$ cat config.mk
export PLATFORM = sky130hd
export DESIGN_NAME = tdm_demux4_flat
export DESIGN_NICKNAME = d
export VERILOG_FILES = /design/src/rtl/tdm_demux4_if.sv /design/src/rtl/tdm_demux4.sv /design/src/flat_wrapper.sv
export SDC_FILE = /design/constraint.sdc
export NUM_CORES = 1
export LEC_CHECK = 0
export ABC_AREA = 1
export BUFFER_PORTS_ARGS = -buffer_cell sky130_fd_sc_hd__buf_2
export CAP_MARGIN = 20
export CORE_MARGIN = 2
export CORE_UTILIZATION = 45
export CTS_BUF_LIST = sky130_fd_sc_hd__clkbuf_4 sky130_fd_sc_hd__clkbuf_8
export DETAILED_ROUTE_END_ITERATION = 16
export GPL_TIMING_DRIVEN = 0
export PLACE_DENSITY = 0.71
export SLEW_MARGIN = 10
export SYNTH_ARGS = -nofsm -noshare
export SYNTH_HDL_FRONTEND = slang
export SYNTH_SLANG_ARGS = --single-unit
$ cat constraint.sdc
create_clock -name clk -period 2.5 [get_ports clk]
set_input_delay 0.5 -clock clk [delete_from_list [all_inputs] [get_ports clk]]
set_output_delay 0.5 -clock clk [all_outputs]
set_load 0.01 [all_outputs]
$ cat src/rtl/tdm_demux4_if.sv
// tdm_demux4_if
//   Bundles the slot-stream input side and the parallel lane output side of
//   the four-lane TDM demultiplexer.
//   Signals:
//     in_valid  - in_sof/in_data valid this cycle (no backpressure)
//     in_sof    - start of frame, marks slot 0 (lane a)
//     in_data   - slot word, WIDTH bits
//     err_clr   - synchronous clear of frame_err
//     out_a..d  - lane words for slots 0..3
//     out_valid - one-cycle pulse when out_a..out_d update
//     frame_err - sticky truncated-frame flag
//   Modports:
//     master - the stream source / lane consumer (testbench side)
//     slave  - the demultiplexer itself
interface tdm_demux4_if #(
    parameter int WIDTH = 5
);
    logic             in_valid;
    logic             in_sof;
    logic [WIDTH-1:0] in_data;
    logic             err_clr;
    logic [WIDTH-1:0] out_a;
    logic [WIDTH-1:0] out_b;
    logic [WIDTH-1:0] out_c;
    logic [WIDTH-1:0] out_d;
    logic             out_valid;
    logic             frame_err;

    modport master (
        output in_valid, in_sof, in_data, err_clr,
        input  out_a, out_b, out_c, out_d, out_valid, frame_err
    );

    modport slave (
        input  in_valid, in_sof, in_data, err_clr,
        output out_a, out_b, out_c, out_d, out_valid, frame_err
    );
endinterface

$ cat src/rtl/tdm_demux4.sv
// tdm_demux4
//   Four-lane time-division demultiplexer. Words arrive one per valid cycle;
//   the SOF-flagged word is slot 0. Slots 0..2 are held in shadow registers
//   and, when slot 3 arrives, all four lanes are published together with a
//   one-cycle out_valid pulse. An SOF inside a frame abandons the partial
//   frame, sets the sticky frame_err flag and restarts collection at once.
//   Ports:
//     clk   - rising-edge clock
//     rst_n - asynchronous active-low reset
//     bus   - tdm_demux4_if.slave (stream in, lanes/valid/error out)
module tdm_demux4 #(
    parameter int WIDTH = 5
) (
    input logic          clk,
    input logic          rst_n,
    tdm_demux4_if.slave  bus
);

    localparam logic [0:0] ST_HUNT    = 1'b0;
    localparam logic [0:0] ST_COLLECT = 1'b1;

    logic [0:0]       r_state;
    logic [1:0]       r_slot;
    logic [WIDTH-1:0] r_shadow0;
    logic [WIDTH-1:0] r_shadow1;
    logic [WIDTH-1:0] r_shadow2;
    logic [WIDTH-1:0] r_out_a;
    logic [WIDTH-1:0] r_out_b;
    logic [WIDTH-1:0] r_out_c;
    logic [WIDTH-1:0] r_out_d;
    logic             r_out_valid;
    logic             r_frame_err;

    logic w_sof_word;
    logic w_data_word;
    logic w_early_sof;

    assign w_sof_word  = bus.in_valid &  bus.in_sof;
    assign w_data_word = bus.in_valid & ~bus.in_sof;
    assign w_early_sof = w_sof_word & (r_state == ST_COLLECT);

    always_ff @(posedge clk or negedge rst_n) begin
        if (!rst_n) begin
            r_state     <= ST_HUNT;
            r_slot      <= 2'd0;
            r_shadow0   <= '0;
            r_shadow1   <= '0;
            r_shadow2   <= '0;
            r_out_a     <= '0;
            r_out_b     <= '0;
            r_out_c     <= '0;
            r_out_d     <= '0;
            r_out_valid <= 1'b0;
            r_frame_err <= 1'b0;
        end else begin
            r_out_valid <= 1'b0;

            if (w_sof_word) begin
                // SOF always (re)starts a frame, whether hunting or mid-frame.
                r_shadow0 <= bus.in_data;
                r_slot    <= 2'd1;
                r_state   <= ST_COLLECT;
            end else if (w_data_word && (r_state == ST_COLLECT)) begin
                case (r_slot)
                    2'd1: r_shadow1 <= bus.in_data;
                    2'd2: r_shadow2 <= bus.in_data;
                    2'd3: begin
                        // Slot-3 word goes straight to lane d; no shadow needed.
                        r_out_a     <= r_shadow0;
                        r_out_b     <= r_shadow1;
                        r_out_c     <= r_shadow2;
                        r_out_d     <= bus.in_data;
                        r_out_valid <= 1'b1;
                        r_state     <= ST_HUNT;
                    end
                    default: r_shadow0 <= bus.in_data; // slot 0 never seen while collecting
                endcase
                // Natural 2-bit wrap takes slot 3 back to 0 on completion.
                r_slot <= r_slot + 2'd1;
            end

            // Set has priority over a simultaneous clear.
            if (w_early_sof) begin
                r_frame_err <= 1'b1;
            end else if (bus.err_clr) begin
                r_frame_err <= 1'b0;
            end
        end
    end

    assign bus.out_a     = r_out_a;
    assign bus.out_b     = r_out_b;
    assign bus.out_c     = r_out_c;
    assign bus.out_d     = r_out_d;
    assign bus.out_valid = r_out_valid;
    assign bus.frame_err = r_frame_err;

endmodule

$ cat src/flat_wrapper.sv
// flat-port wrapper written by rule: the top's interface ports become plain ports
module tdm_demux4_flat 
#(
    parameter int WIDTH = 5
)
  (clk, rst_n, bus_in_valid, bus_in_sof, bus_in_data, bus_err_clr, bus_out_a, bus_out_b, bus_out_c, bus_out_d, bus_out_valid, bus_frame_err);
  tdm_demux4_if #(.WIDTH(WIDTH)) bus_i ();
  input logic clk;
  input logic rst_n;
  input wire logic [$bits(bus_i.in_valid)-1:0] bus_in_valid;
  input wire logic [$bits(bus_i.in_sof)-1:0] bus_in_sof;
  input wire logic [$bits(bus_i.in_data)-1:0] bus_in_data;
  input wire logic [$bits(bus_i.err_clr)-1:0] bus_err_clr;
  output wire logic [$bits(bus_i.out_a)-1:0] bus_out_a;
  output wire logic [$bits(bus_i.out_b)-1:0] bus_out_b;
  output wire logic [$bits(bus_i.out_c)-1:0] bus_out_c;
  output wire logic [$bits(bus_i.out_d)-1:0] bus_out_d;
  output wire logic [$bits(bus_i.out_valid)-1:0] bus_out_valid;
  output wire logic [$bits(bus_i.frame_err)-1:0] bus_frame_err;
  assign bus_i.in_valid = bus_in_valid;
  assign bus_i.in_sof = bus_in_sof;
  assign bus_i.in_data = bus_in_data;
  assign bus_i.err_clr = bus_err_clr;
  assign bus_out_a = bus_i.out_a;
  assign bus_out_b = bus_i.out_b;
  assign bus_out_c = bus_i.out_c;
  assign bus_out_d = bus_i.out_d;
  assign bus_out_valid = bus_i.out_valid;
  assign bus_frame_err = bus_i.frame_err;
  tdm_demux4 #(.WIDTH(WIDTH)) u_core (.clk(clk), .rst_n(rst_n), .bus(bus_i));
endmodule
After elaboration in Yosys (flattened, before gate mapping)
Cells that the tools add are included.

storage, ports and cells
  word-level logic and storage cells = 44
  bits in latches = 0
  bits in registers = 40
  bits in read-only memories = 0
  memory bits (writable) = 0
  input bits = 10
  memories kept = 0
  output and inout port bits = 22

cells by class
  bitwise logic cells = 5
  add/subtract/negate cells = 1
  divide/modulo/power cells = 0
  shift-type cells = 0
  multipliers = 0
  $lt $le $gt $ge = 0
  multiplexer cells = 13
  reductions and logical operators = 10
  equal/unequal tests = 4

operators with widths
  kind                 count
  $mux 5               3
  $reduce_and 3->1     3
  $mux 1               8
  $reduce_bool 2->1    3
  $eq 2x2->1 const B   2
  $mux 2               2
  $reduce_and 2->1     2
  $and 1x1->1          3
  $reduce_or 3->1      1
  $add 2x1->2 const B  1
  $eq 2x1->1 const B   1
  $ne 2x1->1 const B   1
  $not 1->1            2
  $logic_and 1x1->1    1

Longest topological paths before layout
  depth after elaboration = 5
  mapped depth = 6

Worst setup path before layout
OpenSTA, ideal clock, no wires.

  path kind = register to register
  start = reg u_core.r_slot[0]
  end = reg u_core.r_shadow2[0]
  clock period less this slack = 1141 ps
  arrival = 1024 ps
  cell stages (with the launch flop) = 6
  data required time = 2382 ps
  library setup time = 118 ps
  setup slack = 1359 ps
  cells stage by stage = dfrtp_1 > inv_1 > ha_1 > nand4_1 > nand2_1 > nand2_1

between the ends
  cells in the longest elaborated chain, start to end = 2

RTL lines
  element                     RTL line          text
  start: declaration          tdm_demux4.sv:23  logic [1:0] r_slot;
  start signal: assignment    tdm_demux4.sv:79  r_slot <= r_slot + 2'd1;
  $eq 2x2->1                  tdm_demux4.sv:64  case (r_slot)
  $reduce_and 3->1 (no line)  --
  end signal: assignment      tdm_demux4.sv:66  2'd2: r_shadow2 <= bus.in_data;
  end: declaration            tdm_demux4.sv:26  logic [WIDTH-1:0] r_shadow2;

No other way between the ends.
A chain may end at the register's enable or synchronous reset.

Worst setup path in the final report
  start = reg u_core.r_slot[0]
  end = reg u_core.r_shadow2[2]

The elaborated chain is that of the path after synthesis.

==> metrics.md <==
| Metric | Value |
|---|---|
| Final setup vio count | 0 |
| GRT Total Usage | 18.0% |
| Hold Path Class | primary input to async pin |
| Htree depth | 2 |
| Outcome | complete, no violations |
| Vias in the first global route | 1,226 |
| Final core utilization | 55.1% |
| Hold Fails Final Rpt | 0 |
| Port bufs | 31 |
| Clock buffer depth | 2 |
| Placer Congestion | 0.879 |
| Clock tree sinks | 40 |
| Hpwl dp | 2300 µm |
| Total Wirelength | 3260 µm |
| Clk Tree Root Cell | clkbuf_8 |
| Mapped Area | 0.00166 mm² |
| Max-cap violations | 0 |
| Finished layout cell area | 0.00199 mm² |
| Cts repair resizes | 0 |
| Compound-Gate Fraction of Synth Area | 0.904% |
| Synth Net Count | 192 |
| Critical path required time | 2680 ps |
| Seq/Total Area, Yosys | 60.2% |
| CTS tree | built |
| Critical Path AT | 1600 ps |
| Vias per Instance | 4.97 |
| Mux contribution to synthesized area | 0% |
| Post-Synth XOR/XNOR Area | 0% |
| Setup Skew | 4.90 ps |
| Core ar. | 0.00361 mm² |
| Main area contributors after synthesis | dfrtp_1, nand2_1, nand3_1, ha_1, buf_6 |
| Clock transition at path regs | 70 ps |
| Max Clk Rate | 0.707 GHz |
| Synth cell types | 13 |
| Multi-input gate area | 586 µm² |
| Die Wd | 64.8 µm |
| Post-synth top area cell | dfrtp_1 |
| Fin crit share | 56.6% |
| Simple-Gate Fraction of Synth Area | 31.3% |
| Share of layout cells above drive strength 1 | 23.0% |
| Fin crit period | 1420 ps |
| DRC Markers | 0 |
| FF/Latch Area | 0.00100 mm² |
| # IOs | 32 |
| Initial Utilization | 46.1% |
| First-pass GRT wire length | 5600 µm |
| Post-synth top area share | 60.2% |
| Ant. Diodes | 0 |
| Crit Path Max Fanout | 6 |
| Yosys Warn Count | 0 |
| Worst-Margin Slew | 855 ps |
| Initial antenna violation count | 0 |
| Post-CTS Setup Repair Bufs | 0 |
| Crit Path Category | flop to flop |
| CP endpoint kind | flop |
| Fillcell total | 333 |
| Worst setup SP type | flop |
| Pwr/cell area | 1120 mW/mm² |
| TNS Setup | 0 ps |
| Largest net degree at the start of global routing | 41 |
| IR drop worst, VDD | 0.433 mV |
| CTS Hold Bufs | 0 |
| Synth-to-layout area growth | 19.7% |
| Gate Count Post-Synth | 178 |
| Yosys reg bits | 40 |
| Drt wl/cell | 12.3 µm |
| Avg Cell Area, Syn | 9.33 µm² |
| Cell Area, Placed | 0.00188 mm² |
| Final Total Pwr | 2.22 mW |
| RSZ-0062 raised after global routing | false |
| DR vias | 1,317 |
| Slew margin rel. | 43.0% |
| TritonCTS Buffers | 5 |
| Initial DRC Count | 130 |
| Total gr overflow | 0 |
| Slew Viols, Final | 0 |
| DRT antenna net count | 0 |
| Lkg Pwr | 1.13 nW |
| Worst skew pair latency | 290 ps |
| Final nets | 230 |
| Full die area | 0.00419 mm² |
| 1st-pass router iterations | 4 |
| Largest family of logic cells by synthesized area | simple AND/OR/NAND/NOR gates |
| Adder-Cell Fraction of Synth Area | 3.01% |
| FP Rows | 22 |
| Die outline height | 64.8 µm |
-- sequential cells by signal, indices dropped and copies added (netlist names) --
register,flops
u_core.bus.out_valid,1
u_core.r_shadow1,5
u_core.r_slot,2
u_core.r_shadow0,5
u_core.bus.out_d,5
u_core.r_shadow2,5
u_core.bus.out_b,5
u_core.bus.out_c,5
u_core.bus.frame_err,1
u_core.r_state,1
u_core.bus.out_a,5
-- stage by stage --
step / worst slack (ps) / hold WS (ps) / instances
floorplan: 1360 / 204 / 178
global placement: 1100 / 449 / 257
detailed placement: 1070 / 455 / 257
CTS: 1100 / 339 / 265
global route: 1010 / 378 / 265
finish: 1080 / 315 / 265
-- critical path: stages, from the launching register on --
cell and delay (ps):
dfrtp_1 400, inv_1 120, ha_1 290, nand4_1 290, nand2_1 140, nand2_1 60
-- logic make-up (layout without fill, tap and decap cells) --
| logic type | Yosys count | in the layout |
|---|---|---|
| flops | 40 | 40 |
| buf+inv | 12 | 51 |
| simple gates | 119 | 119 |
| compound gates | 3 | 3 |
| fa+ha+maj | 4 | 4 |
-- synth_stat cells, drive strengths merged --
library cell / n
nand2: 78
o21ai: 3
dfrtp: 40
buf: 7
nand3: 37
nand4: 3
ha: 4
nor2: 1
inv: 5
-- where the power goes --
group / total [mW] / switching [mW] / leakage [nW] / internal, mW
combinational: 0.660 / 0.400 / 0.564 / 0.260
clock: 0.517 / 0.222 / 0.0541 / 0.295
sequential: 1.04 / 0.139 / 0.510 / 0.906
total: 2.22 / 0.761 / 1.13 / 1.46
-- final cells by class --
class / count / share of cell area (%)
flip-flops and latches: 40 / 50.3
multi-input cells: 126 / 29.5
repair buffers: 31 / 7.80
clock buffers: 5 / 3.46
well taps: 48 / 3.02
plain buffers: 7 / 2.83
clock inverters: 3 / 2.14
inverters: 5 / 0.944
-- final timing paths --
check / startpoint / end / slack (ps) / depth (start not counted)
min: rst_n / u_core.bus.out_b[0] / 310 / 1
max: u_core.r_slot[0] / u_core.r_shadow2[2] / 1080 / 5
min reg2reg: u_core.bus.out_b[1] / u_core.bus.out_b[1] / 470 / 2
max in group asynchronous: rst_n / u_core.r_shadow0[0] / 1650 / 1
max reg2reg: u_core.r_slot[0] / u_core.r_shadow2[2] / 1080 / 5
min in group clk: bus_err_clr / u_core.bus.frame_err / 390 / 2
-- placed cells by master, fill, tap and decap left out, drive strengths merged --
cell type / n
clkinvlp: 1
inv: 5
nand2: 78
ha: 4
bufinv: 1
clkinv: 1
nand3: 37
clkbuf: 5
buf: 38
o21ai: 3
nand4: 3
nor2: 1
dfrtp: 40
-- per-layer routing --
metal / up-vias / GRT usage [%] / part of all wire (%) / wire length (µm)
li1: 650 / - / - / -
met1: 630 / 22.6 / 45 / 1470
met2: 30 / 28.7 / 48 / 1560
met3: 7 / 5.73 / 5.3 / 173
met4: 0 / 7.18 / 1.9 / 61
met5: - / 0 / 0 / 0
(Power assumes the default switching activity.)
